### config.mk
export PLATFORM = sky130hd
export DESIGN_NAME = mc_ctrl_flat
export DESIGN_NICKNAME = d
export VERILOG_FILES = /design/src/rtl/mc_ctrl_if.sv /design/src/rtl/mc_ctrl.sv /design/src/flat_wrapper.sv
export SDC_FILE = /design/constraint.sdc
export NUM_CORES = 1
export LEC_CHECK = 0
export BUFFER_PORTS_ARGS = -buffer_cell sky130_fd_sc_hd__buf_2
export CAP_MARGIN = 40
export CORE_MARGIN = 2
export CORE_UTILIZATION = 35
export CTS_CLUSTER_SIZE = 12
export DETAILED_ROUTE_END_ITERATION = 8
export SLEW_MARGIN = 25
export SYNTH_ARGS = -nofsm -noshare
export SYNTH_HDL_FRONTEND = slang
export SYNTH_SLANG_ARGS = --single-unit
### constraint.sdc
create_clock -name clock -period 1.9 [get_ports clock]
set_input_delay 0.19 -clock clock [delete_from_list [all_inputs] [get_ports clock]]
set_output_delay 0.19 -clock clock [all_outputs]
set_load 0.02 [all_outputs]
### src/rtl/mc_ctrl_if.sv
// Control bus between the multi-cycle controller and the CPU datapath.
// The master side is the controller; the slave side is the datapath.
interface mc_ctrl_if;
    logic [5:0] op;
    logic [5:0] funct;
    logic       zero;
    logic       mem_ready;
    logic       pc_write;
    logic       ir_write;
    logic       reg_write;
    logic       mem_read;
    logic       mem_write;
    logic [3:0] aluop;
    logic [1:0] s_num_write;
    logic [1:0] s_ext;
    logic       s_a;
    logic       s_b;
    logic [1:0] s_data_write;
    logic [1:0] s_npc;
    logic [2:0] state;
    logic       instr_done;
    logic       halt;

    modport master (
        input  op, funct, zero, mem_ready,
        output pc_write, ir_write, reg_write, mem_read, mem_write, aluop,
               s_num_write, s_ext, s_a, s_b, s_data_write, s_npc,
               state, instr_done, halt
    );

    modport slave (
        output op, funct, zero, mem_ready,
        input  pc_write, ir_write, reg_write, mem_read, mem_write, aluop,
               s_num_write, s_ext, s_a, s_b, s_data_write, s_npc,
               state, instr_done, halt
    );
endinterface

### src/rtl/mc_ctrl.sv
// Multi-cycle control FSM sequencing the CPU datapath.
//
// state  | meaning
// FETCH  | load IR from instruction memory
// DECODE | legality check; jumps complete here
// EXEC   | ALU operation; beq completes here
// MEM    | data-memory access, stalls on mem_ready
// WB     | register write-back, PC advance
// HALT   | illegal opcode or memory timeout, held until reset
module mc_ctrl #(
    parameter int MEM_WAIT_MAX = 15
) (
    input  logic      clock,
    input  logic      reset,
    mc_ctrl_if.master bus
);

    typedef enum logic [2:0] {
        S_FETCH  = 3'b000,
        S_DECODE = 3'b001,
        S_EXEC   = 3'b010,
        S_MEM    = 3'b011,
        S_WB     = 3'b100,
        S_HALT   = 3'b111
    } state_e;

    typedef enum logic [3:0] {
        C_ILL, C_RALU, C_JR, C_ADDI, C_ORI, C_LUI, C_LW, C_SW, C_BEQ, C_J, C_JAL
    } cls_e;

    localparam int CNT_W = (MEM_WAIT_MAX < 2) ? 1 : $clog2(MEM_WAIT_MAX + 1);
    localparam logic [CNT_W-1:0] MAX_W = CNT_W'(MEM_WAIT_MAX);

    state_e           state_q, state_d;
    logic [CNT_W-1:0] cnt_q, cnt_d;
    logic [CNT_W-1:0] cnt_inc;

    cls_e       cls;
    logic [3:0] ex_aluop;
    logic [1:0] ex_s_ext;
    logic       ex_s_a;
    logic       ex_s_b;

    assign cnt_inc = cnt_q + 1'b1;

    // Instruction class and the ALU/operand selects used from EXEC onward.
    always_comb begin
        cls      = C_ILL;
        ex_aluop = 4'b0000;
        ex_s_ext = 2'b00;
        ex_s_a   = 1'b1;
        ex_s_b   = 1'b1;
        case (bus.op)
            6'b000000: begin
                ex_s_b = 1'b0;
                case (bus.funct)
                    6'b100000: begin cls = C_RALU; ex_aluop = 4'b0000; end
                    6'b100010: begin cls = C_RALU; ex_aluop = 4'b0001; end
                    6'b100100: begin cls = C_RALU; ex_aluop = 4'b0010; end
                    6'b100101: begin cls = C_RALU; ex_aluop = 4'b0011; end
                    6'b101010: begin cls = C_RALU; ex_aluop = 4'b0100; end
                    6'b001000: cls = C_JR;
                    default:   cls = C_ILL;
                endcase
            end
            6'b001000: begin cls = C_ADDI; ex_s_ext = 2'b01; end
            6'b001101: begin cls = C_ORI;  ex_aluop = 4'b0011; end
            6'b001111: begin cls = C_LUI;  ex_aluop = 4'b0101; ex_s_ext = 2'b10; end
            6'b100011: begin cls = C_LW;   ex_s_ext = 2'b01; end
            6'b101011: begin cls = C_SW;   ex_s_ext = 2'b01; end
            6'b000100: begin
                cls      = C_BEQ;
                ex_s_a   = 1'b0;
                ex_s_ext = 2'b11;
            end
            6'b000010: cls = C_J;
            6'b000011: cls = C_JAL;
            default:   cls = C_ILL;
        endcase
    end

    // State and MEM wait-counter registers.
    always_ff @(posedge clock or negedge reset) begin
        if (!reset) begin
            state_q <= S_FETCH;
            cnt_q   <= '0;
        end else begin
            state_q <= state_d;
            cnt_q   <= cnt_d;
        end
    end

    // Next-state and per-state strobes/selects. ALU selects stay applied
    // through MEM and WB because the datapath has no ALU output register.
    always_comb begin
        state_d          = state_q;
        cnt_d            = '0;
        bus.pc_write     = 1'b0;
        bus.ir_write     = 1'b0;
        bus.reg_write    = 1'b0;
        bus.mem_read     = 1'b0;
        bus.mem_write    = 1'b0;
        bus.aluop        = 4'b0000;
        bus.s_num_write  = 2'b00;
        bus.s_ext        = 2'b00;
        bus.s_a          = 1'b0;
        bus.s_b          = 1'b0;
        bus.s_data_write = 2'b00;
        bus.s_npc        = 2'b00;
        bus.instr_done   = 1'b0;
        bus.halt         = 1'b0;
        case (state_q)
            S_FETCH: begin
                bus.ir_write = 1'b1;
                state_d      = S_DECODE;
            end
            S_DECODE: begin
                case (cls)
                    C_ILL: state_d = S_HALT;
                    C_J, C_JAL, C_JR: begin
                        bus.pc_write   = 1'b1;
                        bus.instr_done = 1'b1;
                        bus.s_npc      = (cls == C_JR) ? 2'b10 : 2'b01;
                        if (cls == C_JAL) begin
                            bus.reg_write   = 1'b1;
                            bus.s_num_write = 2'b10;
                        end
                        state_d = S_FETCH;
                    end
                    default: state_d = S_EXEC;
                endcase
            end
            S_EXEC, S_MEM, S_WB: begin
                bus.aluop = ex_aluop;
                bus.s_ext = ex_s_ext;
                bus.s_a   = ex_s_a;
                bus.s_b   = ex_s_b;
                if (state_q == S_EXEC) begin
                    if (cls == C_BEQ) begin
                        bus.pc_write   = 1'b1;
                        bus.instr_done = 1'b1;
                        bus.s_npc      = bus.zero ? 2'b11 : 2'b00;
                        state_d        = S_FETCH;
                    end else if (cls == C_LW || cls == C_SW) begin
                        state_d = S_MEM;
                    end else begin
                        state_d = S_WB;
                    end
                end else if (state_q == S_MEM) begin
                    if (bus.mem_ready) begin
                        if (cls == C_SW) begin
                            bus.mem_write  = 1'b1;
                            bus.pc_write   = 1'b1;
                            bus.instr_done = 1'b1;
                            state_d        = S_FETCH;
                        end else begin
                            bus.mem_read = 1'b1;
                            state_d      = S_WB;
                        end
                    end else begin
                        cnt_d = cnt_inc;
                        // The cycle whose stall count reaches the limit is the
                        // exit cycle and drives no memory strobe.
                        if (MEM_WAIT_MAX != 0 && cnt_inc == MAX_W) begin
                            state_d = S_HALT;
                        end else begin
                            bus.mem_read  = (cls != C_SW);
                            bus.mem_write = (cls == C_SW);
                        end
                    end
                end else begin
                    bus.reg_write    = 1'b1;
                    bus.pc_write     = 1'b1;
                    bus.instr_done   = 1'b1;
                    bus.s_num_write  = (cls == C_RALU) ? 2'b01 : 2'b00;
                    bus.s_data_write = (cls == C_LW) ? 2'b10 : 2'b01;
                    state_d          = S_FETCH;
                end
            end
            S_HALT: bus.halt = 1'b1;
            default: state_d = S_HALT;
        endcase
        // Asynchronous reset kills every strobe immediately, including FETCH's ir_write.
        if (!reset) begin
            bus.pc_write   = 1'b0;
            bus.ir_write   = 1'b0;
            bus.reg_write  = 1'b0;
            bus.mem_read   = 1'b0;
            bus.mem_write  = 1'b0;
            bus.instr_done = 1'b0;
            bus.halt       = 1'b0;
        end
    end

    assign bus.state = state_q;

endmodule

### src/flat_wrapper.sv
// flat-port wrapper written by rule: the top's interface ports become plain ports
module mc_ctrl_flat 
#(
    parameter int MEM_WAIT_MAX = 15
)
  (clock, reset, bus_op, bus_funct, bus_zero, bus_mem_ready, bus_pc_write, bus_ir_write, bus_reg_write, bus_mem_read, bus_mem_write, bus_aluop, bus_s_num_write, bus_s_ext, bus_s_a, bus_s_b, bus_s_data_write, bus_s_npc, bus_state, bus_instr_done, bus_halt);
  mc_ctrl_if bus_i ();
  input  logic clock;
  input  logic reset;
  input wire logic [$bits(bus_i.op)-1:0] bus_op;
  input wire logic [$bits(bus_i.funct)-1:0] bus_funct;
  input wire logic [$bits(bus_i.zero)-1:0] bus_zero;
  input wire logic [$bits(bus_i.mem_ready)-1:0] bus_mem_ready;
  output wire logic [$bits(bus_i.pc_write)-1:0] bus_pc_write;
  output wire logic [$bits(bus_i.ir_write)-1:0] bus_ir_write;
  output wire logic [$bits(bus_i.reg_write)-1:0] bus_reg_write;
  output wire logic [$bits(bus_i.mem_read)-1:0] bus_mem_read;
  output wire logic [$bits(bus_i.mem_write)-1:0] bus_mem_write;
  output wire logic [$bits(bus_i.aluop)-1:0] bus_aluop;
  output wire logic [$bits(bus_i.s_num_write)-1:0] bus_s_num_write;
  output wire logic [$bits(bus_i.s_ext)-1:0] bus_s_ext;
  output wire logic [$bits(bus_i.s_a)-1:0] bus_s_a;
  output wire logic [$bits(bus_i.s_b)-1:0] bus_s_b;
  output wire logic [$bits(bus_i.s_data_write)-1:0] bus_s_data_write;
  output wire logic [$bits(bus_i.s_npc)-1:0] bus_s_npc;
  output wire logic [$bits(bus_i.state)-1:0] bus_state;
  output wire logic [$bits(bus_i.instr_done)-1:0] bus_instr_done;
  output wire logic [$bits(bus_i.halt)-1:0] bus_halt;
  assign bus_i.op = bus_op;
  assign bus_i.funct = bus_funct;
  assign bus_i.zero = bus_zero;
  assign bus_i.mem_ready = bus_mem_ready;
  assign bus_pc_write = bus_i.pc_write;
  assign bus_ir_write = bus_i.ir_write;
  assign bus_reg_write = bus_i.reg_write;
  assign bus_mem_read = bus_i.mem_read;
  assign bus_mem_write = bus_i.mem_write;
  assign bus_aluop = bus_i.aluop;
  assign bus_s_num_write = bus_i.s_num_write;
  assign bus_s_ext = bus_i.s_ext;
  assign bus_s_a = bus_i.s_a;
  assign bus_s_b = bus_i.s_b;
  assign bus_s_data_write = bus_i.s_data_write;
  assign bus_s_npc = bus_i.s_npc;
  assign bus_state = bus_i.state;
  assign bus_instr_done = bus_i.instr_done;
  assign bus_halt = bus_i.halt;
  mc_ctrl #(.MEM_WAIT_MAX(MEM_WAIT_MAX)) u_core (.clock(clock), .reset(reset), .bus(bus_i));
endmodule
==> flow_metrics.py, run 1 <==
metrics = {
    "logic_synthesis": {
        "netlist_area_um2": 968,
        "synthArstFlopShare": 1.00,
        "synth_cells": 131,
        "ys_seq_area_frac": 0.181,
        "ys_seq_elements": 7,
        "avgSynthCellArea_um2": 7.39,
        "ys.flop_type": "dfrtp_1",
        "yosys_warnings": 0,
        "syn_nets": 149,
        "synth_edf_count": 0,
        "synth.distinct_cells": 47,
    },
    "floorplan": {
        "rows": 19,
        "initial_utilization": 0.361,
        "die_y_um": 56.6,
        "die_area_um2": 3200,
        "die_w_um": 56.6,
        "core-area_um2": 2690,
        "ios": 40,
    },
    "clocking": {
        "cts_root_buffer": "clkbuf_4",
        "cts.path.max_buffers": 2,
        "cts_tree": "done",
        "cts.reportedPaths.clkPinSlew_ns": 0.05,
        "insertion_delay_ns": 0.26,
        "cts_buffers": 3,
        "cts.sinks": 7,
        "htreeDepth": 1,
    },
    "grt": {
        "grt_first_pass_wirelength_mm": 4.69,
        "grt_max_degree": 14,
        "overflow": 0,
        "grt_pass1_vias": 1085,
        "antenna_found_initial": 0,
        "grt.total_usage": 0.181,
    },
    "worst_setup_path": {
        "critPathArrivalTime_ns": 1.69,
        "worst-r2r-cell-count": 7,
        "r2r_end": "u_core.bus.state[0]$_DFFE_PN0P_",
        "critical_path.slowest_cell": "dfrtp_1",
        "slowest_delay_ns": 0.41,
        "worstSetupStartpointType": "flip-flop",
        "rrSetupSlack_ns": 0.23,
        "reg2reg_from": "u_core.cnt_q[1]$_DFF_PN0_",
        "required_ns": 1.71,
        "cp-end-kind": "output port",
        "crit_type": "reg -> out",
        "crit_chain": "ha_2 -> nand3b_1 -> o21ai_2 -> inv_1 -> o2111ai_2 -> nor2_1 -> buf_4",
        "path_max_fanout": 4,
    },
    "timing": {
        "hold_viol_final": 0,
        "period_share": 0.989,
        "skew_ns": 0.00567,
        "min_period_ns": 1.88,
        "clock.fmax_mhz": 532,
        "rsz0062_at_grt": "yes",
        "maxSlewViolCount": 0,
        "setup_viol": 0,
    },
    "detailed_routing": {
        "vias": 1149,
        "drc_errors": 0,
        "vias_per_cell": 5.25,
        "drt_iter0_markers": 13,
        "routed_wl_mm": 2.77,
        "drtAntennaViolNets": 0,
        "wl_per_cell_um": 12.7,
        "firstDrtPassIters": 4,
    },
    "power_and_ir_drop": {
        "cellLeakagePower_nw": 0.639,
        "power_density_nw_per_um2": 279,
        "finalPower_uw": 408,
        "ir_worst_vdd_mv": 0.266,
    },
    "cells_and_area": {
        "mostFrequentLayoutCells": "28 x buf_2, 26 x buf_4, 21 x nor2_1",
        "layout-drive-gt1-share": 0.452,
        "fin_nets": 207,
        "area_growth_pct": 51.3,
        "layout_commonest_cell": "buf_2",
        "fillerInstances": 274,
        "antenna_cells": 0,
        "fin_util": 0.545,
    },
    "worst_hold_path": {
        "hp-class": "in -> async",
    },
    "outcome": {
        "status": "finished clean",
    },
    "placed_design": {
        "gp_congestion": 0.867,
        "dpl.hpwl_mm": 2.17,
        "io_buffer_count": 38,
    },
    "run": {
        "cap_viol_max_count": 0,
    },
}
## how the worst max path moves through the flow
stage	from	endpoint	slack, ns	cells after the start
finish	u_core.cnt_q[1]$_DFF_PN0_	bus_mem_write	0.02	7
global route	u_core.cnt_q[1]$_DFF_PN0_	bus_mem_write	-0.07	8
CTS	u_core.cnt_q[0]$_DFF_PN0_	bus_mem_write	0.0005	7
detailed placement	bus_op[1]	bus_s_num_write[0]	-0.005	7
global placement	bus_op[1]	bus_s_num_write[0]	0.03	7
floorplan	u_core.bus.state[1]$_DFFE_PN0P_	bus_reg_write	-0.02	5
## stage by stage
step	setup WS, ns	instance area, um^2	cells	setup TNS, ns	hold slack, ns
floorplan	-0.0236	977	131	-0.0236	-0.106
global route	-0.0713	1470	219	-0.186	0.329
detailed placement	-0.00540	1250	205	-0.00540	0.0514
global placement	0.0255	1250	205	0	0.0473
CTS	0.000508	1350	215	0	0.322
finish	0.0211	1470	219	0	0.311
## layout make-up
type | instances | area, um^2 | area share
Clock buffer | 4 | 26.3 | 0.0179
Sequential cell | 7 | 175 | 0.120
Tap cell | 31 | 38.8 | 0.0265
Inverter | 4 | 15.0 | 0.0102
Timing Repair Buffer | 60 | 419 | 0.286
Multi-Input combinational cell | 113 | 791 | 0.540
## worst max-delay path, delay by kind of cell, from the launching register on
kind	cells	cell delay (ns)
flip-flops	1	0.41
AND/OR/NAND/NOR	2	0.25
buffers and inverters	2	0.23
AO/OA/AOI/OAI	2	0.36
adder cells (fa/ha/maj)	1	0.19
## what timing repair did
action	4_1_cts	5_1_grt
hold buffers	1	0
endpoints found under the setup margin	4	14
resized for setup	8	27
setup buffers	5	4
endpoints found under the hold margin	7	0
pin swaps	6	7
## sequential cells by signal, summed over array words and instances, names as in the netlist
register / count
u_core.bus.state: 3
u_core.cnt_q: 4
## kinds of logic (layout without fill, tap and decap cells)
group / count (synthesis) / count (layout) / share of synthesized area
AOI/OAI and AO/OA: 31 / 31 / 0.221
buffers and inverters: 11 / 68 / 0.0607
and+or+nand+nor: 71 / 71 / 0.433
adders and majority gates: 2 / 2 / 0.0258
other: 1 / 1 / 0.00387
xor gates and xnor gates: 6 / 6 / 0.0543
DFF: 7 / 7 / 0.181
muxes: 2 / 2 / 0.0207
## cells in the mapped netlist (3+ instances only)
| cell | instances | share of area |
|---|---|---|
| nor2_1 | 23 | 0.089 |
| nand2_1 | 11 | 0.043 |
| a21oi_1 | 9 | 0.047 |
| o21ai_0 | 9 | 0.047 |
| dfrtp_1 | 7 | 0.18 |
| nor2b_1 | 5 | 0.032 |
| buf_4 | 4 | 0.031 |
| inv_1 | 4 | 0.015 |
| nand3_1 | 4 | 0.021 |
| xor2_1 | 4 | 0.036 |
| and3_1 | 3 | 0.019 |
| o21ai_1 | 3 | 0.015 |
## power by group
part	switching (mW)	internal [mW]	total, mW	leakage [nW]
Clock	0.0570	0.0803	0.137	0.0150
Sequential	0	0.149	0.149	0.0822
Combinational	0.0650	0.0569	0.122	0.542
Total	0.122	0.286	0.408	0.639
## metal layers
| layer | vias to the layer above | GRT usage | part of all wire | wire (um) |
|---|---|---|---|---|
| met4 | 0 | 0.0714 | 0.0097 | 27 |
| li1 | 585 | - | - | - |
| met2 | 29 | 0.314 | 0.52 | 1450 |
| met5 | - | 0 | 0 | 0 |
| met3 | 4 | 0.0161 | 0.038 | 104 |
| met1 | 531 | 0.228 | 0.43 | 1200 |
(Power assumes the default switching activity.)
==> run 2: changes to the inputs <==
--- a/config.mk
+++ b/config.mk
@@ -7,7 +7,7 @@
 export LEC_CHECK = 0
 export BUFFER_PORTS_ARGS = -buffer_cell sky130_fd_sc_hd__buf_2
 export CAP_MARGIN = 40
-export CORE_MARGIN = 2
+export CORE_MARGIN = 3
 export CORE_UTILIZATION = 35
 export CTS_CLUSTER_SIZE = 12
 export DETAILED_ROUTE_END_ITERATION = 8
==> constraint.sdc (replaced) <==
create_clock -name clock -period 1.9 [get_ports clock]
set_input_delay 0.285 -clock clock [delete_from_list [all_inputs] [get_ports clock]]
set_output_delay 0.285 -clock clock [all_outputs]
set_load 0.02 [all_outputs]
==> flow_metrics.py, run 2 (synthesis results as in run 1) <==
metrics = {
    "timing": {
        "rsz0062_at_grt": "yes",
        "period_share": 1.04,
        "maxSlewViolCount": 0,
        "clock.fmax_mhz": 508,
        "min_period_ns": 1.97,
        "skew_ns": 0.0117,
        "hold_viol_final": 0,
        "holdWs_ns": 0.412,
        "setup_viol": 3,
        "fin_ws_ns": -0.0685,
    },
    "worst_setup_path": {
        "slowest_delay_ns": 0.43,
        "reg2reg_from": "u_core.cnt_q[0]$_DFF_PN0_",
        "crit_end": "bus_reg_write",
        "crit_chain": "or3b_4 -> a21o_1 -> nor2b_4 -> nor2_2 -> nor2_2 -> buf_6",
        "crit_path_frequent_cell": "nor2_2",
        "worst-r2r-cell-count": 8,
        "r2r_end": "u_core.bus.state[2]$_DFFE_PN0P_",
        "critPathArrivalTime_ns": 1.68,
        "rrSetupSlack_ns": 0.19,
        "cp_num_buf_inv": 1,
        "cp-end-kind": "output port",
        "crit_start": "u_core.bus.state[1]$_DFFE_PN0P_",
        "critical_path.slowest_cell": "dfrtp_2",
        "required_ns": 1.62,
        "path_max_fanout": 4,
        "cpLargestDelayFamily": "simple AND/OR/NAND/NOR gates",
        "worstSetupStartpointType": "flip-flop",
        "cp.depth": 6,
        "crit_type": "reg -> out",
    },
    "grt": {
        "grt_first_pass_wirelength_mm": 5.17,
        "grt_max_degree": 11,
        "antenna_found_initial": 0,
        "grt.busiest_layer": "met2",
        "grt_util_met2": 0.352,
        "use_met3": 0.0219,
        "grt.total_usage": 0.185,
        "use_met1": 0.220,
        "overflow": 0,
        "grt_pass1_vias": 1200,
    },
    "floorplan": {
        "core-area_um2": 2540,
        "ios": 40,
        "die_w_um": 58.6,
        "rows": 18,
        "die_y_um": 58.6,
        "die_area_um2": 3430,
        "initial_utilization": 0.381,
    },
    "placed_design": {
        "dpl.hpwl_mm": 2.39,
        "dp_cells": 227,
        "placed_cell_area_um2": 1470,
        "dp_slack_ns": -0.110,
        "io_buffer_count": 38,
        "gp_congestion": 0.831,
    },
    "clocking": {
        "cts.path.max_buffers": 2,
        "cts.reportedPaths.clkPinSlew_ns": 0.06,
        "cts_buffers": 3,
        "htreeDepth": 1,
        "insertion_delay_ns": 0.25,
        "cts_tree": "done",
        "cts.sinks": 7,
        "cts_root_buffer": "clkbuf_4",
    },
    "run": {
        "cap_viol_max_count": 0,
    },
    "power_and_ir_drop": {
        "cellLeakagePower_nw": 0.757,
        "power_density_nw_per_um2": 251,
        "ir_worst_vdd_mv": 0.259,
    },
    "detailed_routing": {
        "routed_wl_mm": 3.10,
        "vias": 1231,
        "drtAntennaViolNets": 0,
        "firstDrtPassIters": 4,
        "wl_per_cell_um": 13.0,
        "vias_per_cell": 5.15,
        "drt_iter0_markers": 44,
        "drc_errors": 0,
    },
    "cells_and_area": {
        "mostFrequentLayoutCells": "52 x buf_4, 21 x buf_2, 19 x nor2_1",
        "instances_no_fill": 239,
        "largest_reg_flops": 4,
        "fillerInstances": 240,
        "area_growth_pct": 78.2,
        "antenna_cells": 0,
        "regMostFlops": "u_core.cnt_q",
        "layout_commonest_cell": "buf_4",
        "layout-drive-gt1-share": 0.593,
        "fin_util": 0.678,
        "fin_nets": 228,
        "design_area_um2": 1730,
    },
    "worst_hold_path": {
        "hp-class": "in -> async",
    },
    "outcome": {
        "violations": "setup timing",
        "status": "complete, but fails checks",
    },
}
==> run 2: cell count changes in the layout (fill, tap and decap cells not counted), moves of 3 or more <==
| cell | before | now |
|---|---|---|
| a21oi_1 | 7 | 4 |
| buf_2 | 28 | 21 |
| o21ai_2 | 2 | 5 |
| a21oi_2 | 2 | 5 |
| buf_4 | 26 | 52 |
==> run 2: worst min-delay path by stage <==
stage / cells after the start / start / to / slack, ns
final: 2 / reset / u_core.cnt_q[2]$_DFF_PN0_ / 0.41
after global routing: 2 / reset / u_core.cnt_q[2]$_DFF_PN0_ / 0.42
after detailed placement: 1 / reset / u_core.cnt_q[2]$_DFF_PN0_ / 0.15
after CTS: 2 / reset / u_core.cnt_q[2]$_DFF_PN0_ / 0.41
after floorplan: 0 / reset / u_core.bus.state[0]$_DFFE_PN0P_ / -0.01
after global placement: 1 / reset / u_core.cnt_q[2]$_DFF_PN0_ / 0.14
==> run 2: worst reg2reg max path: cells and delay by family (launching register included) <==
| family | cells | cell delay [ns] |
|---|---|---|
| fa+ha+maj | 1 | 0.21 |
| flops | 1 | 0.42 |
| simple gates | 1 | 0.10 |
| compound gates | 4 | 0.61 |
| buf+inv | 2 | 0.27 |
==> run 2: power by group <==
group | switching [mW] | internal, mW
clock network | 0.0576 | 0.0770
logic | 0.0743 | 0.0754
registers | 0 | 0.149
total | 0.132 | 0.302
==> run 2: layer usage <==
| layer | up-vias | part of all wire |
|---|---|---|
| li1 | 621 | - |
| met1 | 581 | 0.40 |
| met2 | 27 | 0.55 |
| met3 | 2 | 0.048 |
| met4 | 0 | 0.0042 |
| met5 | - | 0 |
==> run 2: layout make-up <==
class	instances	area, um^2	share of cell area
timing repair buffer	81	592	0.343
clock buffer	3	22.5	0.0131
tap	30	37.5	0.0218
multi-input combinational	113	876	0.508
clock inverter	1	5.00	0.00290
sequential	7	178	0.103
inverter	4	15.0	0.00870
==> run 2: per-stage QoR <==
step                setup TNS (ns)  total power [mW]
floorplan                  -0.0289             0.218
global placement            -0.194             0.280
detailed placement          -0.359             0.282
CTS                         -0.245             0.432
global route                -0.564             0.456
finish                      -0.186             0.433
==> run 2: what timing repair did <==
action,4_1_cts,5_1_grt
hold buffers,1,0
hold endpoints to repair,7,0
pin swaps,10,12
buffers inserted,6,4
setup endpoints to repair,9,13
gates resized for setup,27,24
